### config.mk
export PLATFORM = sky130hd
export DESIGN_NAME = hazard_stall_ctrl
export DESIGN_NICKNAME = d
export VERILOG_FILES = /design/src/rtl/hazard_stall_ctrl.sv
export SDC_FILE = /design/constraint.sdc
export NUM_CORES = 1
export LEC_CHECK = 0
export ABC_AREA = 1
export CORE_ASPECT_RATIO = 1.75
export CORE_MARGIN = 4
export CORE_UTILIZATION = 29
export CTS_CLUSTER_DIAMETER = 200
export DETAILED_ROUTE_END_ITERATION = 10
export PLACE_DENSITY = 0.78
export SLEW_MARGIN = 30
export SYNTH_ARGS = -nofsm -noshare
export SYNTH_HDL_FRONTEND = slang
export SYNTH_SLANG_ARGS = --single-unit
export TNS_END_PERCENT = 30
### constraint.sdc
create_clock -name clk -period 1.5 [get_ports clk]
set_clock_uncertainty 0.2 [all_clocks]
set_input_delay 0.225 -clock clk [delete_from_list [all_inputs] [get_ports clk]]
set_output_delay 0.225 -clock clk [all_outputs]
set_load 0.02 [all_outputs]
### src/rtl/hazard_stall_ctrl.sv
// hazard_stall_ctrl: pipeline sequencing for the 5-stage RV32 core with MAC.
// Resolves load-use hazards, taken-branch flushes and multi-cycle multiplies
// that the forwarding unit cannot cover.
// Optional macro HAZ_PERF_EN enables the stall/flush performance counters;
// when it is undefined both counter ports read constant 0.
module hazard_stall_ctrl #(
  parameter int unsigned MUL_LAT = 4,
  parameter int unsigned REG_AW  = 5
) (
  input  logic              clk,
  input  logic              res,
  input  logic              id_valid,
  input  logic [REG_AW-1:0] id_rs1,
  input  logic [REG_AW-1:0] id_rs2,
  input  logic              id_uses_rs2,
  input  logic [REG_AW-1:0] ex_rd,
  input  logic              ex_memread,
  input  logic              ex_mul,
  input  logic              branch_taken,
  output logic              pc_stall,
  output logic              ifid_stall,
  output logic              idex_stall,
  output logic              idex_bubble,
  output logic              exmem_bubble,
  output logic              ifid_flush,
  output logic              mul_start,
  output logic              mul_done,
  output logic              busy,
  output logic [31:0]       stall_cycles,
  output logic [15:0]       flush_count
);

  localparam int unsigned CNT_W = 4;
  localparam logic [CNT_W-1:0] CNT_START = CNT_W'(MUL_LAT - 1);

  typedef enum logic {
    RUN      = 1'b0,
    MUL_BUSY = 1'b1
  } state_t;

  state_t           state;
  logic [CNT_W-1:0] cnt;
  logic             load_use;

  // Load in EX writes a register the ID instruction reads; x0 never hazards.
  assign load_use = id_valid && ex_memread && (ex_rd != '0) &&
                    ((ex_rd == id_rs1) || (id_uses_rs2 && (ex_rd == id_rs2)));

  // State and multiply countdown; reset abandons any multiply in flight.
  always_ff @(posedge clk) begin
    if (res) begin
      state <= RUN;
      cnt   <= '0;
    end else begin
      unique case (state)
        RUN: begin
          if (ex_mul) begin
            state <= MUL_BUSY;
            cnt   <= CNT_START;
          end
        end
        MUL_BUSY: begin
          if (cnt <= CNT_W'(1)) begin
            state <= RUN;
            cnt   <= '0;
          end else begin
            cnt <= cnt - CNT_W'(1);
          end
        end
        default: begin
          state <= RUN;
          cnt   <= '0;
        end
      endcase
    end
  end

  // Stall/bubble/flush decode from state, countdown and hazard inputs.
  always_comb begin
    pc_stall     = 1'b0;
    ifid_stall   = 1'b0;
    idex_stall   = 1'b0;
    idex_bubble  = 1'b0;
    exmem_bubble = 1'b0;
    ifid_flush   = 1'b0;
    mul_start    = 1'b0;
    mul_done     = 1'b0;
    busy         = 1'b0;
    if (!res) begin
      unique case (state)
        RUN: begin
          if (ex_mul) begin
            mul_start    = 1'b1;
            pc_stall     = 1'b1;
            ifid_stall   = 1'b1;
            idex_stall   = 1'b1;
            exmem_bubble = 1'b1;
          end else if (branch_taken) begin
            ifid_flush  = 1'b1;
            idex_bubble = 1'b1;
          end else if (load_use) begin
            pc_stall    = 1'b1;
            ifid_stall  = 1'b1;
            idex_bubble = 1'b1;
          end
        end
        MUL_BUSY: begin
          busy = 1'b1;
          if (cnt <= CNT_W'(1)) begin
            mul_done = 1'b1;
          end else begin
            pc_stall     = 1'b1;
            ifid_stall   = 1'b1;
            idex_stall   = 1'b1;
            exmem_bubble = 1'b1;
          end
        end
        default: ;
      endcase
    end
  end

`ifdef HAZ_PERF_EN
  // Saturating counts of pc stall cycles and if_id flushes.
  always_ff @(posedge clk) begin
    if (res) begin
      stall_cycles <= '0;
      flush_count  <= '0;
    end else begin
      if (pc_stall && (stall_cycles != 32'hFFFF_FFFF))
        stall_cycles <= stall_cycles + 32'd1;
      if (ifid_flush && (flush_count != 16'hFFFF))
        flush_count <= flush_count + 16'd1;
    end
  end
`else
  assign stall_cycles = 32'd0;
  assign flush_count  = 16'd0;
`endif

endmodule

# Word-level counts from Yosys, hierarchy flattened
# Index checks and enable logic that the tools add are counted.
[word_totals]
elab_cells = 41
regBits = 5
[classes]
order_cmp = 1
n_mux = 27
reduce_logical = 6
n_bitwise = 1
n_eq_ne = 3
n_addsub = 1
[ops]
columns = ["operator", "count"]
rows = [
  ["$mux 1", 22],
  ["$eq 5x5->1", 2],
  ["$mux 4", 2],
  ["$pmux 4 s2", 1],
  ["$reduce_bool 5->1", 1],
  ["$le 4x1->1 const B", 1],
  ["$logic_and 1x1->1", 4],
  ["$pmux 1 s2", 2],
  ["$sub 4x1->4 const B", 1],
  ["$ne 2x2->1 const B", 1],
  ["$logic_or 1x1->1", 1],
  ["$not 1->1", 1],
]

# Depth between registers and ports, before layout
[logic_depth]
ltp_word = 9
mapped_depth = 10

# Worst setup path before layout
# Ideal clock, no wire load.
[synth_path]
path_type = "reg2out"
startpoint = "register cnt[0]"
endpoint = "output pc_stall"
stages_incl_launch_ff = 11
setup_slack_ps = -480
arrival_ps = 1555
required_ps = 1075
path_cell_list = "dfxtp_1 > inv_1 > ha_1 > inv_1 > nand2_1 > nand3_2 > nand2_2 > nor2_2 > inv_1 > nand2_1 > buf_4"
[synth_between]
elab_chain_cells = 4
[synth_rtl]
columns = ["item", "line", "text"]
rows = [
  ["from (decl)", "42", "logic [CNT_W-1:0] cnt;"],
  ["from (signal assigned)", "67", "cnt <= cnt - CNT_W'(1);"],
  ["$le 4x1->1", "109", "if (cnt <= CNT_W'(1)) begin"],
  ["$mux 1", "n/a", ""],
  ["$pmux 1 s2", "n/a", ""],
  ["$mux 1", "n/a", ""],
  ["to (decl)", "20", "output logic pc_stall,"],
]
# Every way passes these cells.

# Final worst setup path
[layout_path]
startpoint = "register cnt[1]"
endpoint = "output ifid_stall"
[layout_between]
elab_chain_cells = 4
[layout_rtl]
columns = ["item", "line", "text"]
rows = [
  ["$le 4x1->1", "109", ""],
  ["$mux 1", "109", ""],
  ["$pmux 1 s2", "90", "unique case (state)"],
  ["$mux 1", "89", "if (!res) begin"],
  ["to (decl)", "21", "output logic ifid_stall,"],
]
# Every way passes these cells.

==> impl_metrics.csv <==
group,metric,value,unit
clocking,holdBufCountCts,0,
global_route,overflow,0,
critical_path,rrSetupSlack,0.03,ns
critical_path,r2r.worst_path.cells,9,
detailed_routing,ant_nets,0,
global_route,grt_max_degree,6,
critical_path,r2r-end,"cnt[2]",
power,seqPwrFrac,0.170,
power,p_sw,0.427,mW
power,peakVddDrop,0.000375,V
global_route,grt_pass1_vias,770,
status,violations,"negative setup slack",
floorplan,die-area,0.00415,mm^2
finish,drive_gt1_frac,0.343,
detailed_routing,vias,896,
detailed_routing,wl_per_cell,9.14,um
detailed_routing,routed_wl,2.28,mm
yosys,yosysUniqueCellTypes,20,
floorplan,ioPinCount,79,
yosys,syn_area,913,um^2
clocking,cts_max_level,1,
detailed_routing,first_pass_iters,4,
min_path,min_from,"res",
power,internal_power,0.590,mW
timing,timing.setup.tns,-1.62,ns
finish,area_delta_synth_final,53.0,%
clocking,cts_tree,"built",
critical_path,cp.required,1.07,ns
min_path,hold_depth,4,
power,p_comb_frac,0.574,
timing,rsz0062_at_grt,"yes",
clocking,numCtsBuffers,3,
power,p_clk_frac,0.256,
placement,dpl_cell_area,0.00123,mm^2
timing,layout_setup_ws,-0.347,ns
power,p_leak,0.815,nW
placement,gp_congestion,0.706,
critical_path,cp_max_fo,3,
critical_path,end_kind,"output pin",
placement,pre_cts_ws,-1.01,ns
min_path,hold_path.class,"in2reg",
detailed_routing,drc,0,
floorplan,dieHeight,82.2,um
placement,dp_hpwl,1.74,mm
timing,slew_violations,0,
detailed_routing,drt_iter0_markers,14,
critical_path,cp-start-kind,"register",
finish,final_cell_mix,"conb_1, nand2_1, buf_4",
timing,final_hold_viol_count,0,
timing,fin_crit,1.85,ns
power,power_density,728,mW/mm^2
global_route,grt_use_total,0.0967,
clocking,cts_root_buf,"clkbuf_8",
floorplan,core_area,0.00296,mm^2
min_path,hold-path-endpoint,"state",
finish,final_common_cell,"conb_1",
global_route,antenna_found_initial,0,
placement,portBuffers,30,
power,swShare,0.420,
clocking,clkLatencyLatePin,0.23,ns
yosys,ys_seq_area_frac,0.110,
critical_path,setup.worst_path.class,"reg2out",
timing,setup_viol,7,
yosys,synth_seq_cells,5,
global_route,grt_pass1_wl,2.98,mm
critical_path,r2r_start,"cnt[1]",
power,p_total,1.02,mW
clocking,clockBufferDepth,2,
floorplan,start_util,0.309,
clocking,cts.sinks,5,
finish,fin_area,0.00140,mm^2
timing,fin_crit_sh,1.23,
yosys,synthCells,150,
yosys,avgSynthCellArea,6.09,um^2
timing,maxClockFrequency,0.541,GHz
detailed_routing,post_drt_via_cell_ratio,3.60,
finish,nets,232,
floorplan,rows,26,
critical_path,arrival,1.42,ns
finish,antennaDiodeCount,0,
clocking,path_clk_slew,0.03,ns
yosys,synth_warnings,0,
floorplan,die_w,50.4,um
flow_run,maxCapViolCount,0,
status,status,"finished with violations",
## cell type report
cell class              instances  area, um^2
inverters                      24        92.6
repair buffers                 56         470
multi-input cells             118         628
well taps                      42        52.6
clock buffers                   4        45.0
flip-flops and latches          5         109
fillers                       298        1560
## how the worst max path moves through the flow
stage                   from          to  slack [ns]  cells past startpoint
floorplan             cnt[0]    pc_stall       -0.18                     10
global placement    ex_rd[4]    pc_stall       -0.96                     10
detailed placement  ex_rd[4]  ifid_stall       -1.01                     10
CTS                   cnt[1]  ifid_stall       -0.34                     10
global route          cnt[1]  ifid_stall       -0.42                     10
finish                cnt[1]  ifid_stall       -0.35                     10
## cells in the mapped netlist
library cell	number	share of area
o21ai_1	1	0.0055
inv_1	22	0.090
o21ai_2	1	0.0096
buf_4	50	0.41
nand2_1	36	0.15
nand3_2	1	0.011
nor2_4	1	0.012
ha_1	2	0.027
nand4_1	1	0.0069
conb_1	1	0.0041
nand3_1	5	0.027
inv_2	2	0.0082
xnor2_1	3	0.029
a211oi_1	1	0.0082
nand2_2	1	0.0069
nor2_1	12	0.049
nor2_2	3	0.021
dfxtp_1	5	0.11
nor3_1	1	0.0055
a221oi_1	1	0.0096
## state kept, by name, summed over array words and instances (netlist names)
signal,cells
cnt,4
state,1
## power groups by stage
stage	sequential (mW)	clock [mW]	combinational [mW]
CTS	0.169	0.266	0.521
floorplan	0.168	0	0.393
global route	0.175	0.271	0.626
global placement	0.170	0	0.477
detailed placement	0.170	0	0.484
finish	0.173	0.261	0.584
## routing by layer
metal  GRT usage  share of wire  vias up
met2       0.203           0.55       58
met4      0.0647          0.021        0
met3      0.0144           0.12        5
met5           0              0        -
li1            -              -      458
met1      0.0789           0.30      375
## through the flow
| stage | hold slack, ns | std cells | utilization |
|---|---|---|---|
| after global placement | 0.281 | 236 | 0.415 |
| final | 0.304 | 249 | 0.472 |
| after CTS | 0.299 | 246 | 0.458 |
| after global routing | 0.324 | 249 | 0.472 |
| after floorplan | 0.187 | 197 | - |
| after detailed placement | 0.288 | 236 | 0.415 |
## kinds of logic (layout without fill, tap and decap cells)
| group | after synthesis | in the layout | synth area share |
|---|---|---|---|
| buf+inv | 74 | 84 | 0.510 |
| simple gates | 61 | 61 | 0.288 |
| flops | 5 | 5 | 0.110 |
| compound gates | 4 | 4 | 0.0329 |
| xor+xnor | 3 | 3 | 0.0288 |
| fa+ha+maj | 2 | 2 | 0.0274 |
| other cells | 1 | 48 | 0.00411 |
## repair_timing
action / in CTS / in global routing
pin swaps: 18 / 3
cloned: 0 / 0
resized for setup: 81 / 14
endpoints found under the setup margin: 10 / 11
setup buffers: 6 / 3
## worst max-delay path, cell delays in order (launching register included)
cell and delay [ns]:
dfxtp_2 0.34, inv_4 0.05, ha_2 0.16, inv_2 0.05
nand2_2 0.07, nand3_4 0.08, nand2_4 0.08, nor2_4 0.09
nand3_2 0.09, nand2_4 0.08, buf_6 0.11
(Power assumes the default switching activity.)
